## config.mk

```make
export PLATFORM = sky130hd
export DESIGN_NAME = rx_sync_ctrl
export DESIGN_NICKNAME = d
export VERILOG_FILES = /design/src/rtl/rx_sync_pkg.sv /design/src/rtl/rx_sync_ctrl_sample_cnt.sv /design/src/rtl/rx_sync_ctrl.sv
export SDC_FILE = /design/constraint.sdc
export NUM_CORES = 1
export LEC_CHECK = 0
export CAP_MARGIN = 30
export CORE_MARGIN = 2
export CORE_UTILIZATION = 30
export DETAILED_ROUTE_END_ITERATION = 8
export GPL_TIMING_DRIVEN = 0
export HOLD_SLACK_MARGIN = 0.06
export SKIP_LAST_GASP = 1
export SLEW_MARGIN = 0
export SYNTH_ARGS = -nofsm -noshare
export SYNTH_HDL_FRONTEND = slang
export SYNTH_SLANG_ARGS = --single-unit
```

## constraint.sdc

```tcl
create_clock -name clk -period 2.7 [get_ports clk]
set_clock_uncertainty 0.05 [all_clocks]
set_input_delay 0.405 -clock clk [delete_from_list [all_inputs] [get_ports clk]]
set_output_delay 0.405 -clock clk [all_outputs]
set_load 0.005 [all_outputs]
```

## src/rtl/rx_sync_pkg.sv

```systemverilog
// Shared state encoding and default OFDM symbol geometry for the rx sync sequencer.
package rx_sync_pkg;

    typedef enum logic [2:0] {
        IDLE    = 3'd0,
        SEARCH  = 3'd1,
        FEST    = 3'd2,
        FINE    = 3'd3,
        TRACK   = 3'd4,
        RESTART = 3'd5
    } rx_state_e;

    localparam int unsigned FFT_LEN        = 2048;
    localparam int unsigned CP_LEN         = 512;
    localparam int unsigned SYM_LEN_802_22 = FFT_LEN + CP_LEN;

endpackage

```

## src/rtl/rx_sync_ctrl_sample_cnt.sv

```systemverilog
// Valid-gated sample counter with synchronous clear and terminal-count detect.
// The count wraps to zero on its terminal sample, so it never exceeds lim-1.
module sample_cnt #(
    parameter int unsigned CW = 16
) (
    input  logic          clk,
    input  logic          rst_n,
    input  logic          clr,
    input  logic          valid,
    input  logic [CW-1:0] lim,
    output logic [CW-1:0] cnt,
    output logic          tc
);

    logic [CW-1:0] cnt_q;
    logic [CW-1:0] cnt_d;
    logic [CW-1:0] lim_m1;

    assign lim_m1 = lim - CW'(1);
    assign tc     = valid & (cnt_q == lim_m1);
    assign cnt    = cnt_q;

    // Next count: clear dominates, otherwise advance on valid samples and wrap at the limit.
    always_comb begin
        cnt_d = cnt_q;
        if (clr) begin
            cnt_d = '0;
        end else if (valid) begin
            if (cnt_q == lim_m1) begin
                cnt_d = '0;
            end else begin
                cnt_d = cnt_q + CW'(1);
            end
        end
    end

    // Count register.
    always_ff @(posedge clk or negedge rst_n) begin
        if (!rst_n) begin
            cnt_q <= '0;
        end else begin
            cnt_q <= cnt_d;
        end
    end

endmodule

```

## src/rtl/rx_sync_ctrl.sv

```systemverilog
// Acquisition/tracking sequencer for the 802.22 OFDM receiver front end.
// Sequences search -> freq-offset estimation -> fine timing -> frame tracking,
// restarting the search whenever a stage times out or a frame completes.
module rx_sync_ctrl
    import rx_sync_pkg::*;
#(
    parameter int unsigned   CW       = 16,
    parameter logic [CW-1:0] SRCH_TMO = 16'd40960,
    parameter logic [CW-1:0] FEST_LEN = 16'd1024,
    parameter logic [CW-1:0] FINE_TMO = 16'd2560,
    parameter logic [CW-1:0] SYM_LEN  = CW'(SYM_LEN_802_22),
    parameter logic [CW-1:0] N_SYM    = 16'd16
) (
    input  logic          clk,
    input  logic          rst_n,
    input  logic          cyc_i,
    input  logic          stb_i,
    input  logic          coarse_det,
    input  logic          fine_det,
    output logic          metric_ena,
    output logic          coarse_cyc,
    output logic          freoff_ena,
    output logic          fine_ena,
    output logic          frm_active,
    output logic          sym_start,
    output logic [CW-1:0] sym_idx,
    output logic          sync_lost,
    output logic [2:0]    state_o
);

    rx_state_e     state_q, state_d;
    logic [CW-1:0] sym_idx_q, sym_idx_d;

    logic          metric_ena_q, metric_ena_d;
    logic          coarse_cyc_q, coarse_cyc_d;
    logic          freoff_ena_q, freoff_ena_d;
    logic          fine_ena_q, fine_ena_d;
    logic          frm_active_q, frm_active_d;
    logic          sync_lost_q, sync_lost_d;
    logic [2:0]    state_o_q, state_o_d;

    logic          valid;
    logic          timeout;
    logic          cnt_clr;
    logic [CW-1:0] cnt_lim;
    logic [CW-1:0] cnt;
    logic          cnt_tc;

    assign valid = cyc_i & stb_i;

    // One counter serves every stage; its limit follows the current state.
    always_comb begin
        cnt_lim = SRCH_TMO;
        case (state_q)
            SEARCH:  cnt_lim = SRCH_TMO;
            FEST:    cnt_lim = FEST_LEN;
            FINE:    cnt_lim = FINE_TMO;
            TRACK:   cnt_lim = SYM_LEN;
            default: cnt_lim = SRCH_TMO;
        endcase
    end

    // Count restarts on every state change and is held at zero while idle or restarting.
    assign cnt_clr = (state_d != state_q) || (state_q == IDLE) || (state_q == RESTART);

    sample_cnt #(
        .CW (CW)
    ) u_cnt (
        .clk   (clk),
        .rst_n (rst_n),
        .clr   (cnt_clr),
        .valid (valid),
        .lim   (cnt_lim),
        .cnt   (cnt),
        .tc    (cnt_tc)
    );

    // Next-state, symbol index and timeout decode; losing cyc_i overrides everything.
    always_comb begin
        state_d   = state_q;
        sym_idx_d = '0;
        timeout   = 1'b0;
        if (!cyc_i) begin
            state_d = IDLE;
        end else begin
            case (state_q)
                IDLE: begin
                    state_d = SEARCH;
                end
                SEARCH: begin
                    if (coarse_det) begin
                        state_d = FEST;
                    end else if (cnt_tc) begin
                        state_d = RESTART;
                        timeout = 1'b1;
                    end
                end
                FEST: begin
                    if (cnt_tc) begin
                        state_d = FINE;
                    end
                end
                FINE: begin
                    if (fine_det) begin
                        state_d = TRACK;
                    end else if (cnt_tc) begin
                        state_d = RESTART;
                        timeout = 1'b1;
                    end
                end
                TRACK: begin
                    sym_idx_d = sym_idx_q;
                    if (cnt_tc) begin
                        if (sym_idx_q == N_SYM - CW'(1)) begin
                            state_d   = RESTART;
                            sym_idx_d = '0;
                        end else begin
                            sym_idx_d = sym_idx_q + CW'(1);
                        end
                    end
                end
                RESTART: begin
                    state_d = SEARCH;
                end
                default: begin
                    state_d = IDLE;
                end
            endcase
        end
    end

    // Output decode from the current state; registered so outputs trail the state by one cycle.
    always_comb begin
        metric_ena_d = (state_q == SEARCH);
        freoff_ena_d = (state_q == FEST);
        fine_ena_d   = (state_q == FINE);
        frm_active_d = (state_q == TRACK);
        coarse_cyc_d = (state_q == SEARCH) || (state_q == FEST) ||
                       (state_q == FINE)   || (state_q == TRACK);
        sync_lost_d  = timeout;
        state_o_d    = state_q;
    end

    // State, symbol index and output registers.
    always_ff @(posedge clk or negedge rst_n) begin
        if (!rst_n) begin
            state_q      <= IDLE;
            sym_idx_q    <= '0;
            metric_ena_q <= 1'b0;
            coarse_cyc_q <= 1'b0;
            freoff_ena_q <= 1'b0;
            fine_ena_q   <= 1'b0;
            frm_active_q <= 1'b0;
            sync_lost_q  <= 1'b0;
            state_o_q    <= '0;
        end else begin
            state_q      <= state_d;
            sym_idx_q    <= sym_idx_d;
            metric_ena_q <= metric_ena_d;
            coarse_cyc_q <= coarse_cyc_d;
            freoff_ena_q <= freoff_ena_d;
            fine_ena_q   <= fine_ena_d;
            frm_active_q <= frm_active_d;
            sync_lost_q  <= sync_lost_d;
            state_o_q    <= state_o_d;
        end
    end

    assign sym_start  = (state_q == TRACK) & valid & (cnt == '0);
    assign metric_ena = metric_ena_q;
    assign coarse_cyc = coarse_cyc_q;
    assign freoff_ena = freoff_ena_q;
    assign fine_ena   = fine_ena_q;
    assign frm_active = frm_active_q;
    assign sync_lost  = sync_lost_q;
    assign sym_idx    = sym_idx_q;
    assign state_o    = state_o_q;

endmodule

```

# Word level (Yosys, flattened, before mapping)
# Index checks and enable logic that the tools add are counted.
dict set report word_totals {
  ff_bits 44
  input_bits 6
  out_inout_bits 26
  elab_cells 57
}
dict set report op_classes {
  n_addsub 3
  eq_ne 9
  mux 21
  bitwise 4
  reduce_logical 10
}
# operator n
set ops {}
lappend ops {{16-bit 2-to-1 mux} 7}
lappend ops {{16-bit by 1-bit adder with 16-bit output, second input constant} 2}
lappend ops {{16-bit one-hot mux with 2 select lines} 1}
lappend ops {{3-bit 2-to-1 mux} 7}
lappend ops {{16-bit == test} 1}
lappend ops {{16-bit by 4-bit == test with 1-bit output, second input constant} 1}
lappend ops {{16-bit logical NOT} 1}
lappend ops {{16-bit by 1-bit subtractor with 16-bit output, second input constant} 1}
lappend ops {{3-bit one-hot mux with 5 select lines} 1}
lappend ops {{3-bit by 2-bit == test with 1-bit output, second input constant} 2}
lappend ops {{3-bit == test, second input constant} 2}
lappend ops {{1-bit logical OR} 5}
lappend ops {{1-bit AND} 4}
lappend ops {{1-bit 2-to-1 mux} 4}
lappend ops {{2-bit OR reduction} 2}
lappend ops {{3-bit by 1-bit == test with 1-bit output, second input constant} 1}
lappend ops {{3-bit logical NOT} 1}
lappend ops {{3-bit by 2-bit inequality test with 1-bit output, second input constant} 1}
lappend ops {{3-bit inequality test} 1}
lappend ops {{1-bit one-hot mux with 2 select lines} 1}
lappend ops {{2-bit nonzero test} 1}

# Longest topological paths before layout
dict set report depth {
  word_depth 14
  ltp_mapped 14
}

# Modules after synthesis
# Synthesis repeated with hierarchy kept, for this count alone.
dict set report hier_totals {
  hier_cells 327
  area_unflattened_um2 2957.8
}
# mod instances cells_per_inst area_per_inst_um2 seq_area_each_um2
set modules_own_cells {}
lappend modules_own_cells {rx_sync_ctrl 1 153 1487.7 700.7}
lappend modules_own_cells {sample_cnt 1 174 1470.2 400.4}

# Least setup slack after synthesis
# Ideal clock, no wire load.
dict set report synth_path {
  path_kind {register to register}
  startpoint {register state_q[1] (netlist: state_o_d[1])}
  endpoint {register sym_idx_q[7] (netlist: sym_idx[7])}
  arrival_ps 2778
  required_time_ps 2572
  setup_slack_ps -206
  path_stages_with_launch 14
  path_buffers 2
  cell_sequence {dfrtp_1 > buf_2 > nand3b_1 > inv_1 > nor2_1 > ha_1 > inv_1 > ha_1 > xnor2_1 > nor4_2 > o2111ai_1 > buf_2 > or4_1 > a21oi_1}
}
dict set report synth_via {
  elab_chain_len 7
  word_cells_on_any_way 11
  classes_between {add/sub (1); eq/ne (5); mux (3); bitwise (1); reduce/logical (1)}
}
# element line_no
set synth_rtl {}
lappend synth_rtl {{from (decl)} rx_sync_ctrl.sv:31} ;# rx_state_e state_q, state_d;
lappend synth_rtl {{from (signal assigned)} rx_sync_ctrl.sv:157} ;# state_q <= state_d;
lappend synth_rtl {{3-bit by 2-bit == test with 1-bit output} -}
lappend synth_rtl {{named net fine_ena_d} rx_sync_ctrl.sv:37} ;# logic fine_ena_q, fine_ena_d;
lappend synth_rtl {{2-bit OR reduction (no line)} -}
lappend synth_rtl {{16-bit one-hot mux with 2 select lines} rx_sync_ctrl.sv:54} ;# case (state_q)
lappend synth_rtl {{16-bit by 1-bit subtractor with 16-bit output} rx_sync_ctrl_sample_cnt.sv:19} ;# assign lim_m1 = lim - CW'(1);
lappend synth_rtl {{16-bit == test} rx_sync_ctrl_sample_cnt.sv:20} ;# assign tc = valid & (cnt_q == lim_m1);
lappend synth_rtl {{1-bit AND} rx_sync_ctrl_sample_cnt.sv:20}
lappend synth_rtl {{3-bit by 2-bit inequality test with 1-bit output (no line)} -}
lappend synth_rtl {{to (signal assigned)} rx_sync_ctrl.sv:158} ;# sym_idx_q <= sym_idx_d;
lappend synth_rtl {{to (decl)} rx_sync_ctrl.sv:32} ;# logic [CW-1:0] sym_idx_q, sym_idx_d;
# The timed path passes the listed nets, and every way through them passes these cells.
# A chain may end at the register's enable or synchronous reset.

# Final worst setup path
dict set report layout_path {
  startpoint {register state_q[1] (netlist: state_o_d[1])}
  endpoint {register sym_idx_q[5] (netlist: sym_idx[5])}
}
dict set report layout_via {
  elab_chain_len 7
  word_cells_on_any_way 11
  classes_between {add/sub (1); eq/ne (5); mux (3); bitwise (1); reduce/logical (1)}
}
# element line_no
set layout_rtl {}
lappend layout_rtl {{3-bit == test *} -}
lappend layout_rtl {{named net frm_active_d} rx_sync_ctrl.sv:38} ;# logic frm_active_q, frm_active_d;
lappend layout_rtl {{2-bit OR reduction (no line)} -}
lappend layout_rtl {{16-bit one-hot mux with 2 select lines} rx_sync_ctrl.sv:54}
lappend layout_rtl {{16-bit by 1-bit subtractor with 16-bit output} rx_sync_ctrl_sample_cnt.sv:19}
lappend layout_rtl {{16-bit == test} rx_sync_ctrl_sample_cnt.sv:20}
lappend layout_rtl {{1-bit AND} rx_sync_ctrl_sample_cnt.sv:20}
lappend layout_rtl {{3-bit by 2-bit inequality test with 1-bit output (no line)} -}
# Mark *: on every way through the listed nets, which the timed path passes. The rest lies on a longest branch.

==> run metrics <==
areal power density over the cells 426 nW/um2; unrepaired setup endpoints after global routing yes; data arrival time of the critical path 3100 ps; required time of the critical path 2860 ps; via count of the first global-routing pass 2108; CP cell instances or3b_4 -> inv_4 -> nor2_4 -> ha_4 -> inv_4 -> ha_4 -> xnor2_2 -> nor4_4 -> o2111ai_2 -> buf_4 -> or4b_1 -> a21oi_1; number of endpoints with negative hold slack in the final report 0; Die ar. 9060 um2; number of port buffers 31; count of different cell masters after synthesis 46; width of the die 95.2 um; number of iterations in the first detailed-routing pass 4; most numerous cell types in the synthesized netlist sky130_fd_sc_hd__dfrtp_1, sky130_fd_sc_hd__nor2_1, sky130_fd_sc_hd__a21oi_1, sky130_fd_sc_hd__nand2_1, sky130_fd_sc_hd__nand3_1; starting density of the core 30.7%; pin count of the biggest net entering global routing 24; FF+latch count, synth 44; Synthesized Nets 292; first-pass GRT wire length 10.5 mm; share of power burned in registers 47.6%; Skew-Pair Late Insertion Delay 290 ps; count of mapped cells out of synthesis 279; peak fanout along the critical path 5; violation count after the first detailed-routing iteration 151; number of placement rows 33; post-route cell area 3350 um2; number of primary I/O pins 32; via count normalized by instance count 5.11; most frequently used flop master after synthesis sky130_fd_sc_hd__dfrtp_1; count of final setup violators 30; net switching power 0.335 mW; Avg Synthesized Cell Area 8.94 um2; worst setup path category reg2reg; failing checks setup timing; leakage dissipation 1.24 nW; routed via count 2234; total wire length after detailed routing 6.31 mm; antenna viol nets, final 0; Rel. slew slack 51.7%; number of warning messages in the yosys log 0; critical path's top delay family simple AND/OR/NAND/NOR gates; Max stage delay on crit path 470 ps; Synth area leader sky130_fd_sc_hd__dfrtp_1; global-route usage over all layers 14.4%; worst path setup slack after routing -236 ps; maximum resistive drop on vdd 0.170 mV; final core utilization 41.2%; antenna violations before repair 0; placement-stage cell area 3040 um2; cell internal pwr 1.09 mW; Routed wire per std cell 14.4 um; maximum buffer depth of the clock tree 2; Net count, final 344; Overflow after GRT 0; CP Capture Type flip-flop; switching part of the total 23.5%; share of post-route cells with drive strength above 1 16.0%; post-synth design cell area 2490 um2; cell with the most instances after synthesis sky130_fd_sc_hd__dfrtp_1; total number of H-tree levels 2; number of enable-type register cells in the synthesized netlist 0; post-layout power 1.43 mW; Final Hold Slack 54.7 ps; async set-or-reset flop fraction in the synthesized netlist 100%; setup slack at placement -401 ps; HPWL after detailed placement 4.22 mm; Core ar. 8130 um2; Final Slew Violations 0; top area cells in the synthesized netlist sky130_fd_sc_hd__dfrtp_1, sky130_fd_sc_hd__a21oi_1, sky130_fd_sc_hd__nor2_1, sky130_fd_sc_hd__xnor2_1, sky130_fd_sc_hd__ha_1; status finished, violations left; root buffer cell sky130_fd_sc_hd__clkbuf_8; combinational group share of total power 13.6%; sequential area share after synthesis 44.1%; Vert. Die Dim 95.2 um; DRC violations left 0; number of max-cap violations 0; Reg clk slew, reported paths 90 ps; clock network fraction of total power 38.7%; number of buffers inserted by hold repair at cts 0; clock sink total 44; TritonCTS clock tree yes; share of the synthesized area in the top cell type 44.1%; worst min-delay path class in2async; TritonCTS buffer count 5; layout overhead on the synthesized area 34.4%; Worst Tran Pin Value 718 ps; Final Wtd Congestion 0.810; fmax 0.341 GHz; Critical-path top delay cell sky130_fd_sc_hd__or4b_1; # diodes 0; final critical-path required period 2940 ps; launching element type of the critical path flip-flop; number of buffers and inverters on the critical path 3; portion of the clock cycle consumed by the worst path in the final layout 109%
-- final cells by class --
class	instances	area (um2)
fill	814	4780
multi-input combinational	209	1420
sequential	44	1100
timing repair buffer	45	434
tap	105	131
clock buffer	7	96.3
buffer	13	88.8
inverter	13	53.8
clock inverter	1	30.0
-- registers in the layout, summed over array words and instances, names as in the netlist --
name and cells:
fine_ena 1, sync_lost 1, state_o_d 3, state_o 3, coarse_cyc 1, u_cnt.cnt 16
freoff_ena 1, frm_active 1, metric_ena 1, sym_idx 16
-- path summary, 6_finish.rpt --
check / depth (start not counted) / from / endpoint / slack [ps]
setup / recovery: 12 / state_o_d[1] / sym_idx[5] / -240
hold / removal: 1 / rst_n / freoff_ena / 50
setup reg to reg: 12 / state_o_d[1] / sym_idx[5] / -240
hold reg to reg: 0 / state_o_d[0] / state_o[0] / 390
max in group asynchronous: 2 / rst_n / sym_idx[6] / 2030
min in group clk: 0 / state_o_d[0] / state_o[0] / 390
-- per-stage QoR --
| step | setup TNS, ps | std cells |
|---|---|---|
| after CTS | -3810 | 436 |
| after detailed placement | -10210 | 416 |
| after global placement | -13280 | 415 |
| after global routing | -7060 | 437 |
| after floorplan | -1310 | 279 |
| final | -3880 | 437 |
-- power groups by stage --
stage	logic, mW	clock network (mW)	registers [mW]
6_report	0.195	0.554	0.681
5_1_grt	0.214	0.602	0.682
4_1_cts	0.183	0.570	0.681
3_5_place_dp	0.164	0	0.695
3_3_place_gp	0.160	0	0.694
2_1_floorplan	0.0958	0	0.695
-- placed cells by master (no fill, tap or decap), types with 3 or more instances in the layout --
cell	count
sky130_fd_sc_hd__and3_1	3
sky130_fd_sc_hd__or3_1	4
sky130_fd_sc_hd__clkdlybuf4s50_1	29
sky130_fd_sc_hd__and4_1	3
sky130_fd_sc_hd__xor2_1	8
sky130_fd_sc_hd__buf_4	13
sky130_fd_sc_hd__ha_1	4
sky130_fd_sc_hd__buf_6	4
sky130_fd_sc_hd__nand4_1	5
sky130_fd_sc_hd__nor3_1	6
sky130_fd_sc_hd__or4_1	11
sky130_fd_sc_hd__inv_1	11
sky130_fd_sc_hd__xnor2_1	11
sky130_fd_sc_hd__nor4_1	6
sky130_fd_sc_hd__nor2b_1	6
sky130_fd_sc_hd__nor2_1	27
sky130_fd_sc_hd__clkbuf_8	8
sky130_fd_sc_hd__nand2_1	23
sky130_fd_sc_hd__o21ai_1	9
sky130_fd_sc_hd__o21ai_0	4
sky130_fd_sc_hd__dfrtp_1	44
sky130_fd_sc_hd__a21oi_1	24
sky130_fd_sc_hd__nand3_1	13
sky130_fd_sc_hd__clkbuf_1	5
-- metal layers --
metal	up-vias	track usage [%]	share of wire, %
li1	1109	-	-
met1	1086	20.1	47
met2	35	23.4	49
met3	4	1.74	2.5
met4	0	4.35	0.97
met5	-	0	0
-- worst register-to-register path, delay by kind of cell (launching register included) --
family                   cells  cell delay [ps]
adder cells (fa/ha/maj)      2              380
AO/OA/AOI/OAI                2              340
AND/OR/NAND/NOR              4             1170
flip-flops                   1              430
XOR/XNOR                     1              150
buffers and inverters        3              350
-- cells by family after synthesis --
logic type	Yosys count	share of synthesized area (%)
buffers and inverters	26	4.16
DFF	44	44.1
adders and majority gates	7	3.51
xor gates and xnor gates	20	7.02
AOI/OAI and AO/OA	56	13.4
and+or+nand+nor	126	27.7
-- timing repair --
action                     4_1_cts  5_1_grt
gates resized for setup         18        9
buffers inserted                10        1
pin swaps                       10        1
gates cloned                     2        0
setup endpoints to repair       37       36
Power figures use the tool's default switching activity.
